--- src/rtl/paddle_mover.sv ---
// ============================================================================
// paddle_mover
// ----------------------------------------------------------------------------
// Object-motion controller for the SVGA game pipeline. Owns the on-screen
// object's position, moves it once every FRAMES_PER_ACTION frames from the
// direction buttons (with speed ramping), the accelerometer, or an autonomous
// bounce pattern, and produces the registered per-pixel draw strobe consumed
// by the RGB mux.
//
// Build option:
//   PADDLE_AUTO_EN  defined   -> AUTO bounce mode compiled in, mode cycles
//                                BUTTONS -> ACCEL -> AUTO -> BUTTONS
//                   undefined -> no AUTO logic, mode cycles BUTTONS <-> ACCEL
//
// Ports:
//   pixel_clk           in   1   pixel clock, all logic on rising edge
//   rst                 in   1   synchronous active-high reset
//   h_coord             in  11   current pixel column
//   v_coord             in  10   current pixel row
//   button_u/d/l/r      in   1   debounced direction levels
//   button_c            in   1   mode-change level, rising edge acts
//   accel_x, accel_y    in   8   signed two's-complement tilt
//   obj_h               out 11   object left edge
//   obj_v               out 10   object top edge
//   obj_draw            out  1   current pixel lies inside the object (1-cycle latency)
//   mode                out  2   0 BUTTONS, 1 ACCEL, 2 AUTO
//   speed_h             out  5   current horizontal button speed
// ============================================================================
module paddle_mover #(
    parameter int SCREEN_W          = 800,
    parameter int SCREEN_H          = 600,
    parameter int OBJ_W             = 150,
    parameter int OBJ_H             = 10,
    parameter int FRAMES_PER_ACTION = 3,
    parameter int SPEED_MIN         = 5,
    parameter int SPEED_MAX         = 20,
    parameter int SPEED_STEP        = 1,
    parameter int ACCEL_DEADBAND    = 2
) (
    input  logic              pixel_clk,
    input  logic              rst,
    input  logic [10:0]       h_coord,
    input  logic [9:0]        v_coord,
    input  logic              button_u,
    input  logic              button_d,
    input  logic              button_l,
    input  logic              button_r,
    input  logic              button_c,
    input  logic signed [7:0] accel_x,
    input  logic signed [7:0] accel_y,
    output logic [10:0]       obj_h,
    output logic [9:0]        obj_v,
    output logic              obj_draw,
    output logic [1:0]        mode,
    output logic [4:0]        speed_h
);

    // ------------------------------------------------------------------------
    // Constants
    // ------------------------------------------------------------------------
    localparam int FC_W = (FRAMES_PER_ACTION > 1) ? $clog2(FRAMES_PER_ACTION) : 1;

    localparam logic [FC_W-1:0] FC_LAST   = FC_W'(FRAMES_PER_ACTION - 1);
    localparam logic [10:0]     LAST_H    = 11'(SCREEN_W - 1);
    localparam logic [9:0]      LAST_V    = 10'(SCREEN_H - 1);
    localparam logic [11:0]     MAX_H     = 12'(SCREEN_W - OBJ_W);
    localparam logic [11:0]     MAX_V     = 12'(SCREEN_H - OBJ_H);
    localparam logic [10:0]     RST_H     = 11'((SCREEN_W - OBJ_W) / 2);
    localparam logic [9:0]      RST_V     = 10'(SCREEN_H - OBJ_H - 90);
    localparam logic [4:0]      SPD_MIN   = 5'(SPEED_MIN);
    localparam logic [11:0]     STEP_MIN  = 12'(SPEED_MIN);
    localparam logic signed [7:0] DB_POS  = 8'(ACCEL_DEADBAND);
    localparam logic signed [7:0] DB_NEG  = 8'(-ACCEL_DEADBAND);

    typedef enum logic [1:0] {
        MODE_BUTTONS = 2'd0,
        MODE_ACCEL   = 2'd1,
        MODE_AUTO    = 2'd2
    } mode_e;

    // Direction of the previous button move on one axis; used to decide
    // whether a held button keeps ramping or restarts at the minimum speed.
    typedef enum logic [1:0] {
        DIR_NONE = 2'd0,
        DIR_NEG  = 2'd1,
        DIR_POS  = 2'd2
    } dir_e;

    // Outcome of the button rules for one axis on an action tick.
    typedef struct packed {
        logic       move;
        logic       inc;
        logic [4:0] step;
        logic [4:0] speed;
        dir_e       last;
    } btn_axis_t;

    // ------------------------------------------------------------------------
    // Helpers
    // ------------------------------------------------------------------------
    // Saturating speed ramp: min(s + SPEED_STEP, SPEED_MAX).
    function automatic logic [4:0] ramp(input logic [4:0] s);
        logic [5:0] t;
        t = {1'b0, s} + 6'(SPEED_STEP);
        if (t > 6'(SPEED_MAX)) ramp = 5'(SPEED_MAX);
        else                   ramp = 5'(t);
    endfunction

    // Move pos by step toward +/- and clamp into [0, lim]. The sum is formed
    // one bit wider than the coordinate so an overshoot can never wrap.
    function automatic logic [11:0] clamp_move(input logic [11:0] pos,
                                               input logic [11:0] step,
                                               input logic        inc,
                                               input logic [11:0] lim);
        logic [12:0] sum;
        if (inc) begin
            sum = {1'b0, pos} + {1'b0, step};
            if (sum > {1'b0, lim}) clamp_move = lim;
            else                   clamp_move = 12'(sum);
        end else begin
            sum = '0;
            if (pos < step) clamp_move = '0;
            else            clamp_move = pos - step;
        end
    endfunction

    // True when the same move would be limited by the clamp.
    function automatic logic clamp_hit(input logic [11:0] pos,
                                       input logic [11:0] step,
                                       input logic        inc,
                                       input logic [11:0] lim);
        if (inc) clamp_hit = ({1'b0, pos} + {1'b0, step}) > {1'b0, lim};
        else     clamp_hit = pos < step;
    endfunction

    // Button rules for one axis. A move in the same direction as the previous
    // action uses the ramped speed; a new direction restarts at SPEED_MIN.
    // Either way the stored speed is the step just used, ramped once.
    function automatic btn_axis_t button_axis(input logic       neg,
                                              input logic       pos,
                                              input logic [4:0] speed,
                                              input dir_e       last);
        btn_axis_t res;
        dir_e      d;
        res.move  = 1'b0;
        res.inc   = 1'b0;
        res.step  = SPD_MIN;
        res.speed = SPD_MIN;
        res.last  = DIR_NONE;
        if (neg ^ pos) begin
            d         = pos ? DIR_POS : DIR_NEG;
            res.move  = 1'b1;
            res.inc   = pos;
            res.step  = (d == last) ? speed : SPD_MIN;
            res.speed = ramp(res.step);
            res.last  = d;
        end
        return res;
    endfunction

    // ------------------------------------------------------------------------
    // State
    // ------------------------------------------------------------------------
    mode_e           r_mode;
    mode_e           w_mode_next;
    logic            r_eof;
    logic [FC_W-1:0] r_frame_cnt;
    logic            r_btn_c_d;
    logic            r_obj_draw;
    logic [10:0]     r_obj_h,   w_obj_h_next;
    logic [9:0]      r_obj_v,   w_obj_v_next;
    logic [4:0]      r_speed_h, w_speed_h_next;
    logic [4:0]      r_speed_v, w_speed_v_next;
    dir_e            r_last_h,  w_last_h_next;
    dir_e            r_last_v,  w_last_v_next;
`ifdef PADDLE_AUTO_EN
    logic            r_dir_h,   w_dir_h_next;   // 1 = moving toward +
    logic            r_dir_v,   w_dir_v_next;
`endif

    logic            w_action;
    logic            w_c_rise;
    logic            w_in_h;
    logic            w_in_v;
    btn_axis_t       w_btn_h;
    btn_axis_t       w_btn_v;

    assign w_action = r_eof && (r_frame_cnt == '0);
    assign w_c_rise = button_c && !r_btn_c_d;

    assign w_in_h = ({1'b0, h_coord} >= {1'b0, r_obj_h}) &&
                    ({1'b0, h_coord} <= ({1'b0, r_obj_h} + 12'(OBJ_W - 1)));
    assign w_in_v = ({1'b0, v_coord} >= {1'b0, r_obj_v}) &&
                    ({1'b0, v_coord} <= ({1'b0, r_obj_v} + 11'(OBJ_H - 1)));

    // ------------------------------------------------------------------------
    // Mode state register
    // ------------------------------------------------------------------------
    // NOTE: clocked state uses non-blocking assignments so every register
    // samples the pre-edge value of its neighbours.
    always_ff @(posedge pixel_clk) begin
        if (rst) r_mode <= MODE_BUTTONS;
        else     r_mode <= w_mode_next;
    end

    // ------------------------------------------------------------------------
    // Next-state: mode sequencing and per-axis motion
    // ------------------------------------------------------------------------
    always_comb begin
        // NOTE: every signal driven here gets a default first, so no branch
        // can leave one unassigned and infer a latch.
        w_mode_next    = r_mode;
        w_obj_h_next   = r_obj_h;
        w_obj_v_next   = r_obj_v;
        w_speed_h_next = r_speed_h;
        w_speed_v_next = r_speed_v;
        w_last_h_next  = r_last_h;
        w_last_v_next  = r_last_v;
`ifdef PADDLE_AUTO_EN
        w_dir_h_next   = r_dir_h;
        w_dir_v_next   = r_dir_v;
`endif
        w_btn_h = button_axis(button_l, button_r, r_speed_h, r_last_h);
        w_btn_v = button_axis(button_u, button_d, r_speed_v, r_last_v);

        if (w_c_rise) begin
            // A mode change wins over a coincident action: no move this tick.
            case (r_mode)
                MODE_BUTTONS: w_mode_next = MODE_ACCEL;
`ifdef PADDLE_AUTO_EN
                MODE_ACCEL:   w_mode_next = MODE_AUTO;
`else
                MODE_ACCEL:   w_mode_next = MODE_BUTTONS;
`endif
                default:      w_mode_next = MODE_BUTTONS;
            endcase
            w_speed_h_next = SPD_MIN;
            w_speed_v_next = SPD_MIN;
            w_last_h_next  = DIR_NONE;
            w_last_v_next  = DIR_NONE;
`ifdef PADDLE_AUTO_EN
            w_dir_h_next   = 1'b1;
            w_dir_v_next   = 1'b1;
`endif
        end else if (w_action) begin
            case (r_mode)
                MODE_BUTTONS: begin
                    if (w_btn_h.move)
                        w_obj_h_next = 11'(clamp_move({1'b0, r_obj_h}, 12'(w_btn_h.step),
                                                      w_btn_h.inc, MAX_H));
                    if (w_btn_v.move)
                        w_obj_v_next = 10'(clamp_move({2'b0, r_obj_v}, 12'(w_btn_v.step),
                                                      w_btn_v.inc, MAX_V));
                    w_speed_h_next = w_btn_h.speed;
                    w_speed_v_next = w_btn_v.speed;
                    w_last_h_next  = w_btn_h.last;
                    w_last_v_next  = w_btn_v.last;
                end
                MODE_ACCEL: begin
                    // Positive y tilt moves left, negative right; negative x
                    // tilt moves up, positive down. Inside the deadband: still.
                    if ((accel_y > DB_POS) || (accel_y < DB_NEG))
                        w_obj_h_next = 11'(clamp_move({1'b0, r_obj_h}, STEP_MIN,
                                                      accel_y < DB_NEG, MAX_H));
                    if ((accel_x > DB_POS) || (accel_x < DB_NEG))
                        w_obj_v_next = 10'(clamp_move({2'b0, r_obj_v}, STEP_MIN,
                                                      accel_x > DB_POS, MAX_V));
                end
`ifdef PADDLE_AUTO_EN
                MODE_AUTO: begin
                    // Bounce: a clamped move parks on the limit and reverses.
                    w_obj_h_next = 11'(clamp_move({1'b0, r_obj_h}, STEP_MIN, r_dir_h, MAX_H));
                    w_obj_v_next = 10'(clamp_move({2'b0, r_obj_v}, STEP_MIN, r_dir_v, MAX_V));
                    if (clamp_hit({1'b0, r_obj_h}, STEP_MIN, r_dir_h, MAX_H))
                        w_dir_h_next = ~r_dir_h;
                    if (clamp_hit({2'b0, r_obj_v}, STEP_MIN, r_dir_v, MAX_V))
                        w_dir_v_next = ~r_dir_v;
                end
`endif
                default: ;
            endcase
        end
    end

    // ------------------------------------------------------------------------
    // Frame tick, edge detect, draw strobe and position/speed registers
    // ------------------------------------------------------------------------
    always_ff @(posedge pixel_clk) begin
        if (rst) begin
            r_eof       <= 1'b0;
            r_frame_cnt <= '0;
            r_btn_c_d   <= 1'b0;
            r_obj_draw  <= 1'b0;
            r_obj_h     <= RST_H;
            r_obj_v     <= RST_V;
            r_speed_h   <= SPD_MIN;
            r_speed_v   <= SPD_MIN;
            r_last_h    <= DIR_NONE;
            r_last_v    <= DIR_NONE;
`ifdef PADDLE_AUTO_EN
            r_dir_h     <= 1'b1;
            r_dir_v     <= 1'b1;
`endif
        end else begin
            r_eof      <= (h_coord == LAST_H) && (v_coord == LAST_V);
            r_btn_c_d  <= button_c;
            r_obj_draw <= w_in_h && w_in_v;
            // frame_cnt advances after action is sampled, so the first eof
            // after reset (count 0) is an action tick.
            if (r_eof)
                r_frame_cnt <= (r_frame_cnt == FC_LAST) ? '0 : r_frame_cnt + FC_W'(1);
            r_obj_h   <= w_obj_h_next;
            r_obj_v   <= w_obj_v_next;
            r_speed_h <= w_speed_h_next;
            r_speed_v <= w_speed_v_next;
            r_last_h  <= w_last_h_next;
            r_last_v  <= w_last_v_next;
`ifdef PADDLE_AUTO_EN
            r_dir_h   <= w_dir_h_next;
            r_dir_v   <= w_dir_v_next;
`endif
        end
    end

    assign obj_h    = r_obj_h;
    assign obj_v    = r_obj_v;
    assign obj_draw = r_obj_draw;
    assign mode     = r_mode;
    assign speed_h  = r_speed_h;

endmodule

--- config.mk ---
export PLATFORM = sky130hd
export DESIGN_NAME = paddle_mover
export DESIGN_NICKNAME = d
export VERILOG_FILES = /design/src/rtl/paddle_mover.sv
export SDC_FILE = /design/constraint.sdc
export NUM_CORES = 1
export LEC_CHECK = 0
export BUFFER_PORTS_ARGS = -buffer_cell sky130_fd_sc_hd__buf_2
export CAP_MARGIN = 25
export CORE_ASPECT_RATIO = 0.6
export CORE_MARGIN = 2
export CORE_UTILIZATION = 60
export DETAILED_ROUTE_END_ITERATION = 8
export PLACE_DENSITY = 0.92
export SKIP_CTS_REPAIR_TIMING = 1
export SYNTH_ARGS = -nofsm -noshare
export SYNTH_HDL_FRONTEND = slang
export SYNTH_SLANG_ARGS = --single-unit
--- constraint.sdc ---
create_clock -name pixel_clk -period 4.42 [get_ports pixel_clk]
set_input_delay 0.442 -clock pixel_clk [delete_from_list [all_inputs] [get_ports pixel_clk]]
set_output_delay 0.442 -clock pixel_clk [all_outputs]
set_load 0.01 [all_outputs]
==> out/qor.log <==
INFO  finish         post_route_cells_drive_above_1_share=13.76%
INFO  finish         area_growth_syn_to_layout=9.813%
INFO  worst_setup_path critical_path.reg2reg.startpoint=r_last_v[0]
INFO  sta            tightest_slew=941.4ps
INFO  clocking       clk_pin_slew_worst_paths=70ps
INFO  finish         final_core_utilization=67.60%
INFO  detailed_routing ant_nets=0
INFO  sta            timing_hold_violations_final=0
INFO  place          finalWeightedCongestion=1.014
INFO  synth          postSynthNetCount=1,034
INFO  sta            fin_crit=4010ps
INFO  sta            timing.clock.skew=5.607ps
INFO  global_route   antenna_found_initial=0
INFO  global_route   globalRoute.totalOverflow=0
INFO  detailed_routing drcViolationCount=0
INFO  global_route   via_count_of_the_first_global_routing_pass=6,801
INFO  place          numPortBuffers=71
INFO  sta            rsz_0062_raised_after_global_routing=no
INFO  sta            max_slew_margin=36.66%
INFO  sta            setup_tns=0ps
INFO  synth          synth_ff_type=sky130_fd_sc_hd__dfxtp_1
INFO  detailed_routing drt_pre_antenna_iters=7
INFO  worst_hold_path hold_end=r_btn_c_d
INFO  clocking       worstSkewPairLatency=300ps
INFO  floorplan      area_inside_the_core_boundary=10,520um2
INFO  worst_setup_path endpoint_kind=register
INFO  sta            slew_violations=0
INFO  worst_hold_path hold_path_depth=2
INFO  synth          synth.yosys.warnings=0
INFO  finish         diodes=0
INFO  place          placed_cell_area=6940um2
INFO  global_route   pin_count_of_the_biggest_net_entering_global_routing=31
INFO  power_and_ir_drop pwr_density_cell=140.0nW/um2
INFO  worst_setup_path critical_path_arrival=4190ps
INFO  power_and_ir_drop sequentialPowerShare=37.3%
INFO  place          dp_slack=236.4ps
INFO  worst_setup_path start_kind=primary input
INFO  synth          distinct_cell_type_count_of_the_synthesized_netlist=88
INFO  floorplan      floorplan.initialDensity=61.56%
INFO  worst_setup_path r2r_setup_slack=440ps
INFO  worst_hold_path hold_path.class=in2reg
INFO  global_route   first_pass_grt_wire_length=34,820um
INFO  status         status=completed
INFO  clocking       cts.sink_count=41
INFO  sta            fin_ws=409.7ps
INFO  floorplan      ios=73
INFO  power_and_ir_drop power_leakage=2.899nW
INFO  power_and_ir_drop p_sw_share=29.44%
INFO  power_and_ir_drop p_clk_share=45.0%
INFO  floorplan      die_area=11,670um2
INFO  detailed_routing sum_of_routed_wire_length_over_all_layers=21,590um
INFO  synth          synth.yosys.seq_area_share=12.67%
INFO  floorplan      die-width=138.1um
INFO  worst_setup_path critical_path_class=in2reg
INFO  synth          avg_cell_area_syn=7.126um2
INFO  place          dpl.hpwl=16,490um
INFO  synth          synthCells=909
INFO  worst_hold_path min_from=button_c
INFO  synth          synth_seq_cells=41
INFO  finish         postLayoutCellArea=7113um2
INFO  clocking       clock_tree.htree_level_count=2
INFO  synth          synth_edf_count=0
INFO  power_and_ir_drop worst_ir_drop_vdd=0.1523mV
INFO  run            max_cap_violations=0
INFO  detailed_routing routedWlPerCell=19.66um
INFO  worst_setup_path r2r_end=obj_v[3]
INFO  detailed_routing first_iter_violations=1,147
INFO  synth          synthArstFlopShare=0%
INFO  detailed_routing dr_total_vias=7,506
INFO  worst_setup_path register_to_register_path_depth=15
INFO  floorplan      fp-row-count=29
INFO  power_and_ir_drop p_sw=293.1uW
INFO  power_and_ir_drop p_comb_share=17.7%
INFO  power_and_ir_drop intPower=702.4uW
INFO  detailed_routing via_per_inst=6.836
INFO  synth          synthesis.area=6477um2
INFO  clocking       cts.root.buffer_cell=sky130_fd_sc_hd__clkbuf_16
INFO  sta            final-setup-viol-count=0
INFO  worst_setup_path critPathRequiredTime=4600ps
INFO  worst_setup_path critical_path.max_fanout=10
INFO  sta            worst_hold_slack=389.0ps
INFO  clocking       cts_buf_count=5
INFO  finish         num-nets-final=1,083
INFO  sta            timing.final.crit_share=90.73%
INFO  clocking       cts_buffer_depth=2
INFO  global_route   globalRouteTotalUtil=36.23%
INFO  floorplan      die_y=84.48um
INFO  clocking       tritoncts=done
INFO  sta            fmaxAchievable=0.2494GHz
[worst max path at each step]
stage	slack, ps	from	depth (start not counted)	endpoint
floorplan	760	button_d	16	obj_v[3]
global placement	390	button_r	16	obj_h[0]
detailed placement	240	button_r	16	obj_h[0]
CTS	390	r_last_h[1]	14	obj_h[0]
global route	40	button_u	16	obj_v[3]
finish	410	button_u	16	obj_v[3]
[placed cells by master (no fill, tap or decap), types with 16 or more instances in the layout]
cell type and count:
sky130_fd_sc_hd__a211oi_1 17, sky130_fd_sc_hd__a21oi_1 68, sky130_fd_sc_hd__buf_2 71, sky130_fd_sc_hd__buf_4 20, sky130_fd_sc_hd__dfxtp_1 41, sky130_fd_sc_hd__ha_1 77
sky130_fd_sc_hd__inv_1 42, sky130_fd_sc_hd__nand2_1 62, sky130_fd_sc_hd__nand2b_1 16, sky130_fd_sc_hd__nand3_1 24, sky130_fd_sc_hd__nand4_1 18, sky130_fd_sc_hd__nor2_1 93
sky130_fd_sc_hd__nor2b_1 16, sky130_fd_sc_hd__nor3_1 33, sky130_fd_sc_hd__o21ai_0 59, sky130_fd_sc_hd__xnor2_1 48
[registers in the layout (all words and copies together), names as in the netlist]
signal / count
r_btn_c_d: 1
obj_v: 10
mode: 1
r_eof: 1
r_last_h: 2
obj_h: 11
speed_h: 5
r_last_v: 2
r_speed_v: 5
r_frame_cnt: 2
obj_draw: 1
[cell usage after synthesis, types with 12 or more instances]
| master | count | area [um2] |
|---|---|---|
| sky130_fd_sc_hd__nand2b_1 | 16 | 100.1 |
| sky130_fd_sc_hd__nor3_1 | 33 | 165.2 |
| sky130_fd_sc_hd__nor2_1 | 93 | 349.1 |
| sky130_fd_sc_hd__a21oi_1 | 69 | 345.3 |
| sky130_fd_sc_hd__dfxtp_1 | 41 | 820.8 |
| sky130_fd_sc_hd__inv_1 | 42 | 157.7 |
| sky130_fd_sc_hd__clkbuf_1 | 33 | 123.9 |
| sky130_fd_sc_hd__o21a_1 | 14 | 105.1 |
| sky130_fd_sc_hd__o21ai_0 | 61 | 305.3 |
| sky130_fd_sc_hd__o211ai_1 | 12 | 90.09 |
| sky130_fd_sc_hd__a31oi_1 | 13 | 81.33 |
| sky130_fd_sc_hd__xnor2_1 | 48 | 420.4 |
| sky130_fd_sc_hd__a211oi_1 | 17 | 127.6 |
| sky130_fd_sc_hd__ha_1 | 77 | 963.4 |
| sky130_fd_sc_hd__nor4_1 | 12 | 75.07 |
| sky130_fd_sc_hd__nand4_1 | 18 | 112.6 |
| sky130_fd_sc_hd__nand2_1 | 62 | 232.7 |
| sky130_fd_sc_hd__nand3_1 | 24 | 120.1 |
| sky130_fd_sc_hd__nor2b_1 | 16 | 100.1 |
[kinds of logic (layout without fill, tap and decap cells)]
logic type | after synthesis | count (layout) | share of synthesized area (%)
compound gates | 292 | 292 | 30.46
flops | 41 | 41 | 12.67
mux | 5 | 5 | 0.8306
other cells | 1 | 1 | 0.05789
fa+ha+maj | 81 | 81 | 16.11
xor+xnor | 55 | 55 | 7.437
buf+inv | 101 | 151 | 6.355
simple gates | 333 | 333 | 26.08
[power groups by stage]
stage	sequential (mW)	combinational, mW	clock, mW
CTS	0.372	0.168	0.443
floorplan	0.381	0.0990	0
global placement	0.380	0.163	0
finish	0.372	0.176	0.448
detailed placement	0.380	0.167	0
global route	0.372	0.191	0.461
[layer usage]
metal | vias to the layer above | part of all wire (%) | global-route usage [%]
met2 | 570 | 38 | 49.95
met5 | - | 0 | 0
met3 | 38 | 15 | 12.72
met4 | 0 | 1.3 | 6.030
met1 | 3433 | 46 | 54.34
li1 | 3465 | - | -
[per-stage QoR]
stage | power (mW) | std cells
3_3_place_gp | 0.5432 | 1090
5_1_grt | 1.024 | 1098
6_report | 0.9955 | 1098
3_5_place_dp | 0.5468 | 1090
4_1_cts | 0.9826 | 1098
2_1_floorplan | 0.4798 | 909
[worst max-delay path, stage by stage]
cell and delay [ps]:
sky130_fd_sc_hd__buf_2 90, sky130_fd_sc_hd__inv_1 40, sky130_fd_sc_hd__ha_1 410, sky130_fd_sc_hd__or3_1 440, sky130_fd_sc_hd__ha_1 220, sky130_fd_sc_hd__inv_1 70
sky130_fd_sc_hd__fa_1 210, sky130_fd_sc_hd__nor2b_1 70, sky130_fd_sc_hd__o21bai_1 360, sky130_fd_sc_hd__nor3b_1 110, sky130_fd_sc_hd__o41ai_1 350, sky130_fd_sc_hd__o41ai_1 140
sky130_fd_sc_hd__a31oi_1 430, sky130_fd_sc_hd__a21oi_1 250, sky130_fd_sc_hd__and3_1 220, sky130_fd_sc_hd__a2111oi_0 350
[final cells by class]
type	instances	area (um2)
Clock buffer	5	125.1
Sequential cell	41	820.8
Clock inverter	3	43.79
Fill cell	917	3410
Multi-Input combinational cell	767	5249
Inverter	52	195.2
Timing Repair Buffer	91	505.5
Tap cell	139	173.9
Note: power is estimated with default switching activity, not from simulation.
